--- config.mk ---
export PLATFORM = sky130hd
export DESIGN_NAME = branch_predictor
export DESIGN_NICKNAME = d
export VERILOG_FILES = /design/src/rtl/bp_pkg.sv /design/src/rtl/sat_counter2.sv /design/src/rtl/branch_predictor.sv
export SDC_FILE = /design/constraint.sdc
export NUM_CORES = 2
export LEC_CHECK = 0
export ABC_CLOCK_PERIOD_IN_PS = 55600
export BUFFER_PORTS_ARGS = -buffer_cell sky130_fd_sc_hd__buf_2
export CORE_MARGIN = 2
export CORE_UTILIZATION = 45
export CTS_CLUSTER_SIZE = 12
export DETAILED_ROUTE_END_ITERATION = 8
export REMOVE_ABC_BUFFERS = 1
export SLEW_MARGIN = 30
export SYNTH_ARGS = -nofsm -noshare
export SYNTH_HDL_FRONTEND = slang
export SYNTH_SLANG_ARGS = --single-unit
--- constraint.sdc ---
create_clock -name clk -period 55.6 [get_ports clk]
set_clock_uncertainty 0.1 [all_clocks]
set_input_delay 8.34 -clock clk [delete_from_list [all_inputs] [get_ports clk]]
set_output_delay 8.34 -clock clk [all_outputs]
set_load 0.02 [all_outputs]
--- src/rtl/bp_pkg.sv ---
// Shared definitions for the branch predictor.
// Holds the default table geometry, the 2-bit saturating counter
// encoding and the canonical layout of one predictor table entry.
package bp_pkg;

  // Default geometry: 16 entries indexed by word-aligned PC bits.
  localparam int BP_IDX_BITS = 4;
  localparam int BP_PC_W     = 32;
  localparam int BP_TAG_W    = BP_PC_W - BP_IDX_BITS - 2;

  // Two-bit counter states; the MSB is the taken prediction.
  typedef enum logic [1:0] {
    CTR_SNT = 2'b00,
    CTR_WNT = 2'b01,
    CTR_WT  = 2'b10,
    CTR_ST  = 2'b11
  } ctr_state_e;

  // One table entry at the default geometry.
  typedef struct packed {
    logic                 valid;
    logic [BP_TAG_W-1:0]  tag;
    logic [BP_PC_W-1:0]   target;
    ctr_state_e           ctr;
  } bp_entry_t;

endpackage

--- src/rtl/sat_counter2.sv ---
// Next-state logic for a 2-bit saturating branch counter.
// Ports:
//   i_state - current counter state
//   i_taken - resolved branch outcome
//   o_next  - counter state after training on i_taken
module sat_counter2
  import bp_pkg::*;
(
  input  ctr_state_e i_state,
  input  logic       i_taken,
  output ctr_state_e o_next
);

  // Step one state toward the observed outcome, holding at either end
  // so a single anomaly cannot flip a strongly biased branch.
  always_comb begin
    o_next = i_state;
    if (i_taken) begin
      if (i_state != CTR_ST) begin
        o_next = ctr_state_e'(i_state + 2'd1);
      end
    end else begin
      if (i_state != CTR_SNT) begin
        o_next = ctr_state_e'(i_state - 2'd1);
      end
    end
  end

endmodule

--- src/rtl/branch_predictor.sv ---
// Direct-mapped branch predictor with target buffer and 2-bit counters.
// The fetch stage looks up if_pc combinationally; the execute stage
// trains the table with resolved branches and raises flush on a
// mispredict.
// Ports:
//   clk, rst                     - clock, asynchronous active-high reset
//   if_valid, if_pc              - fetch lookup request
//   pred_taken, pred_next_pc     - fetch prediction
//   ex_branch, ex_stall          - resolved branch present / EX held
//   ex_pc, ex_taken, ex_target   - resolved branch PC, outcome, target
//   ex_pred_taken/_target        - prediction carried down the pipe
//   flush, redirect_pc           - mispredict squash and correct PC
//   br_count, mp_count           - saturating branch / mispredict counts
module branch_predictor
  import bp_pkg::*;
#(
  parameter int IDX_BITS = BP_IDX_BITS,
  parameter int PC_W     = BP_PC_W
) (
  input  logic            clk,
  input  logic            rst,
  input  logic            if_valid,
  input  logic [PC_W-1:0] if_pc,
  output logic            pred_taken,
  output logic [PC_W-1:0] pred_next_pc,
  input  logic            ex_branch,
  input  logic            ex_stall,
  input  logic [PC_W-1:0] ex_pc,
  input  logic            ex_taken,
  input  logic [PC_W-1:0] ex_target,
  input  logic            ex_pred_taken,
  input  logic [PC_W-1:0] ex_pred_target,
  output logic            flush,
  output logic [PC_W-1:0] redirect_pc,
  output logic [15:0]     br_count,
  output logic [15:0]     mp_count
);

  localparam int              ENTRIES = 1 << IDX_BITS;
  localparam int              TAG_W   = PC_W - IDX_BITS - 2;
  localparam logic [PC_W-1:0] PC_INC  = PC_W'(4);

  logic             r_valid  [ENTRIES];
  logic [TAG_W-1:0] r_tag    [ENTRIES];
  logic [PC_W-1:0]  r_target [ENTRIES];
  ctr_state_e       r_ctr    [ENTRIES];
  logic [15:0]      r_brCount;
  logic [15:0]      r_mpCount;

  logic [IDX_BITS-1:0] w_ifIdx;
  logic [TAG_W-1:0]    w_ifTag;
  logic                w_ifHit;
  logic [IDX_BITS-1:0] w_exIdx;
  logic [TAG_W-1:0]    w_exTag;
  logic                w_exHit;
  logic                w_update;
  ctr_state_e          w_nextCtr;

  // Lookup reads the registered table, so a same-cycle update to the
  // same index is only visible to the following lookup.
  assign w_ifIdx      = if_pc[IDX_BITS+1:2];
  assign w_ifTag      = if_pc[PC_W-1:IDX_BITS+2];
  assign w_ifHit      = r_valid[w_ifIdx] && (r_tag[w_ifIdx] == w_ifTag);
  assign pred_taken   = if_valid && w_ifHit && r_ctr[w_ifIdx][1];
  assign pred_next_pc = pred_taken ? r_target[w_ifIdx] : (if_pc + PC_INC);

  assign w_exIdx  = ex_pc[IDX_BITS+1:2];
  assign w_exTag  = ex_pc[PC_W-1:IDX_BITS+2];
  assign w_exHit  = r_valid[w_exIdx] && (r_tag[w_exIdx] == w_exTag);
  assign w_update = ex_branch && !ex_stall;

  // A taken branch whose target differs from the carried prediction is
  // a mispredict even when the direction was right.
  assign flush       = w_update &&
                       ((ex_taken != ex_pred_taken) ||
                        (ex_taken && (ex_target != ex_pred_target)));
  assign redirect_pc = ex_taken ? ex_target : (ex_pc + PC_INC);

  assign br_count = r_brCount;
  assign mp_count = r_mpCount;

  sat_counter2 u_satCounter (
    .i_state (r_ctr[w_exIdx]),
    .i_taken (ex_taken),
    .o_next  (w_nextCtr)
  );

  // Table training: hits move the counter (and refresh the target on
  // taken), taken misses allocate at weakly-taken, not-taken misses
  // leave the table alone.
  always_ff @(posedge clk or posedge rst) begin
    if (rst) begin
      for (int i = 0; i < ENTRIES; i++) begin
        r_valid[i]  <= 1'b0;
        r_tag[i]    <= '0;
        r_target[i] <= '0;
        r_ctr[i]    <= CTR_WNT;
      end
    end else if (w_update) begin
      if (w_exHit) begin
        r_ctr[w_exIdx] <= w_nextCtr;
        if (ex_taken) begin
          r_target[w_exIdx] <= ex_target;
        end
      end else if (ex_taken) begin
        r_valid[w_exIdx]  <= 1'b1;
        r_tag[w_exIdx]    <= w_exTag;
        r_target[w_exIdx] <= ex_target;
        r_ctr[w_exIdx]    <= CTR_WT;
      end
    end
  end

  // Performance counters stick at all-ones rather than wrapping.
  always_ff @(posedge clk or posedge rst) begin
    if (rst) begin
      r_brCount <= '0;
      r_mpCount <= '0;
    end else begin
      if (w_update && (r_brCount != 16'hFFFF)) begin
        r_brCount <= r_brCount + 16'd1;
      end
      if (flush && (r_mpCount != 16'hFFFF)) begin
        r_mpCount <= r_mpCount + 16'd1;
      end
    end
  end

endmodule

# == After elaboration in Yosys (flattened, before gate mapping) ==
# Cells that the tools add are included.
# totals
register_bits,1008
latch_bits,0
ramBits,0
rom_bits,0
in_bits,135
out_inout_bits,98
wordCells,145
mem_count,0
# classes
add_sub_neg,6
multipliers,0
div,0
magnitude_cmp,3
n_eq_ne,7
shift,0
n_mux,39
bitwise_logic,7
n_reduce_logical,17
# op_table
cell,count
bitwise mux 512 bit,1
bitwise mux 416 bit,1
two-way mux 32 bit,7
binary-select mux 26 bit (select 4 bit),2
two-way mux 26 bit,5
binary-select mux 32 bit (select 4 bit),1
demux 32 bit (select 4 bit),1
demux 26 bit (select 4 bit),1
"adder 32 x 3 -> 32 bit, second input constant",2
== test 26 bit,2
"adder 16 x 1 -> 16 bit, second input constant",2
bitwise mux 32 bit,1
"inequality test 16 bit, second input constant",2
inequality test 32 bit,1
OR 16 bit,2
AND 16 bit,1
binary-select mux 2 bit (select 4 bit),2
two-way mux 2 bit,8
inverter 16 bit,1
"greater-or-equal comparator 5 bit, second input constant",2
logical AND 1 bit,10
inverter 4 -> 5 bit,2
binary-select mux 1 bit (select 4 bit),2
demux 2 bit (select 4 bit),1
other kinds (13),19

# == Logic depth before layout (Yosys ltp) ==
# logic_depth
word_depth,9
depth_mapped,16
depth_no_buf,10

# == Hierarchy ==
# Synthesis repeated with hierarchy kept, for this count alone.
# hier_totals
hier_cells,3688
area_unflattened_um2,52858.2
# modules_own_cells
mod,instances,cells_each,area_each_um2,seq_area_each_um2
branch_predictor,1,3685,52831.9,25244.2
sat_counter2,1,3,26.3,0.0

# == Least setup slack after synthesis ==
# Ideal clock, no wire load.
# synth_timing
path_kind,in2out
start,input if_pc[2]
end,output pred_next_pc[2]
arrival_time_ps,11481
t_required_ps,47160
slack_ps,35679
cell_stages,13
n_path_buf,5
cell_sequence,buf_6 buf_6 buf_4 buf_2 mux4_2 mux2i_1 xor2_1 o21ai_0 a21oi_1 nand4_1 nor4_4 buf_6 mux2i_1
# synth_between
elab_chain_cells,9
elab_cells_between_ends,19
classes_between,add/sub (1); eq/ne (1); mux (13); bitwise (1); reduce/logical (3)
# synth_rtl
item,line_no,text
start: declaration,branch_predictor.sv:23,"input logic [PC_W-1:0] if_pc,"
inverter 4 -> 5 bit (not written as such) (*),"branch_predictor.sv:63, branch_predictor.sv:64",
binary-select mux 26 bit (select 4 bit),branch_predictor.sv:63,assign w_ifHit = r_valid[w_ifIdx] && (r_tag[w_ifIdx] == w_ifTag);
two-way mux 26 bit (not written as such) (2 in series),branch_predictor.sv:63,
== test 26 bit,branch_predictor.sv:63,
logical AND 1 bit,branch_predictor.sv:63,
logical AND 1 bit,branch_predictor.sv:64,assign pred_taken = if_valid && w_ifHit && r_ctr[w_ifIdx][1];
logical AND 1 bit (*),branch_predictor.sv:64,
net pred_taken,branch_predictor.sv:24,"output logic pred_taken,"
two-way mux 32 bit (*),branch_predictor.sv:65,assign pred_next_pc = pred_taken ? r_target[w_ifIdx] : (if_pc + PC_INC);
end: declaration,branch_predictor.sv:25,"output logic [PC_W-1:0] pred_next_pc,"
# The timed path passes the listed nets; every way through them passes the cells marked *. The select of a mux whose other input is x is not followed.

# == Worst setup path in the final report ==
# layout_timing
start,input if_pc[3]
end,output pred_next_pc[16]
# layout_between
elab_chain_cells,9
elab_cells_between_ends,19
classes_between,add/sub (1); eq/ne (1); mux (13); bitwise (1); reduce/logical (3)
# layout_rtl
item,line_no
inverter 4 -> 5 bit (not written as such),"branch_predictor.sv:63, branch_predictor.sv:64, branch_predictor.sv:65"
binary-select mux 26 bit (select 4 bit),branch_predictor.sv:63
two-way mux 26 bit (not written as such) (2 in series),branch_predictor.sv:63
== test 26 bit,branch_predictor.sv:63
logical AND 1 bit,branch_predictor.sv:63
logical AND 1 bit (2 in series),branch_predictor.sv:64
two-way mux 32 bit (*),branch_predictor.sv:65
# Every way passes the cells marked *; elsewhere a longest branch is shown, timed or not. The select of a mux whose other input is x is not followed.

==> flow_metrics.py <==
metrics = {
    "clock_tree": {
        "cts_tree": "yes",
        "cts_setup_buffers": 0,
        "clock-sinks": 1008,
        "cts_hold_buf": 0,
        "cts.path.max_buffers": 3,
        "post_cts_resized": 0,
        "insertion_delay_ns": 0.71,
        "ctsRootBufferMaster": "clkbuf_16",
        "cts_buffers": 112,
        "clk_pin_slew_ns": 0.06,
        "htree_levels": 3,
    },
    "logic_synthesis": {
        "synth_flop_cell": "dfrtp_1",
        "async_flop_share": 1.00,
        "yosysMostFrequentCell": "dfrtp_1",
        "ys_ff_latch": 1008,
        "ys_top_cells_by_count": "dfrtp_1 (992), mux2_2 (753), mux4_2 (386)",
        "yosysTopAreaCell": "dfrtp_1",
        "synthCells": 3527,
        "ys_warn_count": 0,
        "syn_area_per_cell_um2": 14.8,
        "synth.top_cell.area_share": 0.477,
        "synth_area_leaders": "dfrtp_1 (48%), mux4_2 (17%), mux2_2 (16%), mux2_1 (4.9%), xnor2_1 (1.7%)",
        "seq_area_frac_synth": 0.485,
        "syn_area_mm2": 0.0520,
        "synth_edf_count": 0,
        "synthDistinctLibCells": 64,
    },
    "routing": {
        "ant_nets": 0,
        "via_per_inst": 6.25,
        "routed_wl_um": 163000,
        "dr.first_iter.drc_count": 2753,
        "wl_per_cell_um": 31.1,
        "route.detailed.drc": 0,
        "first_pass_iters": 5,
        "num_vias": 32700,
    },
    "timing": {
        "finalHoldViolations": 0,
        "finalSetupViolations": 0,
        "whs_ns": 0.385,
        "max_freq_mhz": 45.7,
        "rsz0062_at_grt": "false",
        "fin_tns_setup_ns": 0,
        "worstMarginPinSlew_ns": 1.07,
        "finalWorstSetupSlack_ns": 33.71,
        "maxSlewViolCount": 0,
        "timing.final.crit_share": 0.394,
        "post-route-min-period_ns": 21.89,
        "slew_headroom": 0.279,
    },
    "final_layout": {
        "seq_area_mm2": 0.0252,
        "fillers": 9732,
        "multiInputGateArea_mm2": 0.0252,
        "final_nets": 3756,
        "syn_to_final_growth_pct": 12.0,
        "final_core_util": 0.509,
        "drive_gt1_frac": 0.459,
        "fin_area_mm2": 0.0583,
    },
    "critical_path": {
        "cp-end-kind": "output port",
        "worst-endpoint-required_ns": 47.16,
        "critPathLaunchType": "primary input",
        "criticalPathCategory": "primary input to output port",
        "crit_start": "if_pc[3]",
        "r2r-start": "r_tag[171]",
        "crit_arrival_ns": 13.45,
        "crit_fanout": 82,
    },
    "placed_design": {
        "portBuffers": 232,
        "pre_cts_ws_ns": 33.76,
        "gp_congestion": 0.882,
        "dpl_cell_area_mm2": 0.0543,
        "dp_hpwl_um": 101000,
    },
    "floorplan": {
        "dieArea_mm2": 0.118,
        "dieHeight_um": 344,
        "core-area_mm2": 0.115,
        "num_rows": 124,
        "initial_core_util": 0.454,
        "ios": 233,
        "die_x_um": 344,
    },
    "global_route": {
        "antenna_found_initial": 21,
        "grt_first_pass_wirelength_um": 239000,
        "grt_pass1_vias": 33200,
        "grt_max_degree": 157,
        "grt.total_usage": 0.278,
        "grt-ovfl-total": 0,
    },
    "power": {
        "power_density_mw_per_mm2": 34.3,
        "vdd_drop_max_mv": 0.0285,
        "p_leak_nw": 26.5,
    },
    "hold_path": {
        "hold_path_class": "register to register",
        "hp-start": "br_count[15]",
    },
    "run_status": {
        "outcome": "completed",
    },
    "run": {
        "cap_violations": 0,
    },
}
[flip-flops by register name, summed over array words and instances, names as in the netlist]
register  count
r_valid      16
mp_count     16
br_count     16
r_ctr        32
r_tag       416
r_target    512
[through the flow]
stage / cells / total power [mW]
after global placement: 5010 / 1.22
after detailed placement: 5010 / 1.23
after global routing: 5222 / 2.08
after CTS: 5220 / 2.01
final: 5232 / 2.00
after floorplan: 3191 / 1.10
[report_power, final]
| group | total [mW] | internal [mW] | leakage [nW] | switching (mW) |
|---|---|---|---|---|
| sequential | 0.894 | 0.832 | 13.3 | 0.0623 |
| combinational | 0.323 | 0.170 | 11.3 | 0.153 |
| clock | 0.782 | 0.468 | 1.91 | 0.313 |
[per-layer routing]
metal / vias to the layer above / GRT usage / part of all wire
li1: 13400 / - / -
met1: 17800 / 0.397 / 0.43
met2: 1186 / 0.426 / 0.46
met3: 282 / 0.0688 / 0.082
met4: 26 / 0.0740 / 0.028
met5: - / 0 / 0.00099
[path summary, 6_finish.rpt]
path                               endpoint  slack, ns  depth (start not counted)
setup / recovery           pred_next_pc[16]      33.71                         13
hold / removal                 br_count[15]       0.39                          1
setup reg to reg                 r_tag[184]      50.73                         10
hold reg to reg                br_count[15]       0.39                          1
max in group asynchronous         r_ctr[13]      44.69                          5
min in group asynchronous       r_target[2]       7.71                          2
[worst max-delay path, cell delays in order]
cell     delay (ns)
buf_8          0.39
buf_12         0.52
buf_4          0.69
mux4_2         0.40
mux4_2         0.48
xnor2_1        0.15
nand4_1        0.17
nor4_1         0.33
nand4_1        0.20
nor4_4         0.39
buf_4          0.61
mux2_2         0.41
buf_2          0.16
[placed cells by master, fill, tap and decap left out, types with 14 or more instances in the layout]
| cell | count |
|---|---|
| dfstp_2 | 16 |
| nand4_1 | 23 |
| dfrtp_1 | 992 |
| nand3_1 | 56 |
| xor2_1 | 74 |
| nand2_1 | 103 |
| mux2_2 | 753 |
| or2_2 | 18 |
| nor2_1 | 35 |
| a21oi_1 | 16 |
| buf_2 | 225 |
| xnor2_1 | 100 |
| mux2_1 | 226 |
| clkinv_2 | 18 |
| nor3_1 | 15 |
| inv_1 | 37 |
| buf_4 | 72 |
| o21ai_0 | 45 |
| mux2i_1 | 72 |
| and3_1 | 21 |
| clkbuf_8 | 25 |
| clkbuf_1 | 33 |
| o22ai_1 | 14 |
| nand2_2 | 15 |
| nor2_4 | 16 |
| clkbuf_16 | 113 |
| mux4_2 | 386 |
[cell families (layout without fill, tap and decap cells)]
logic type                 count (synthesis)  count (layout)  share of synthesized area
other                                      0              10                          0
xor gates and xnor gates                 174             174                     0.0293
and+or+nand+nor                          349             349                     0.0345
buffers and inverters                    377             560                     0.0327
AOI/OAI and AO/OA                        173             173                     0.0236
muxes                                   1437            1437                      0.393
DFF                                     1008            1008                      0.485
adders and majority gates                  9               9                    0.00207
[layout make-up]
class,instances,area share
Antenna cell,10,0.000429
Clock buffer,171,0.0566
Clock inverter,39,0.0101
Inverter,41,0.00286
Multi-Input combinational cell,2142,0.432
Sequential cell,1008,0.433
Tap cell,1512,0.0325
Timing Repair Buffer,309,0.0319
Power figures use the tool's default switching activity.
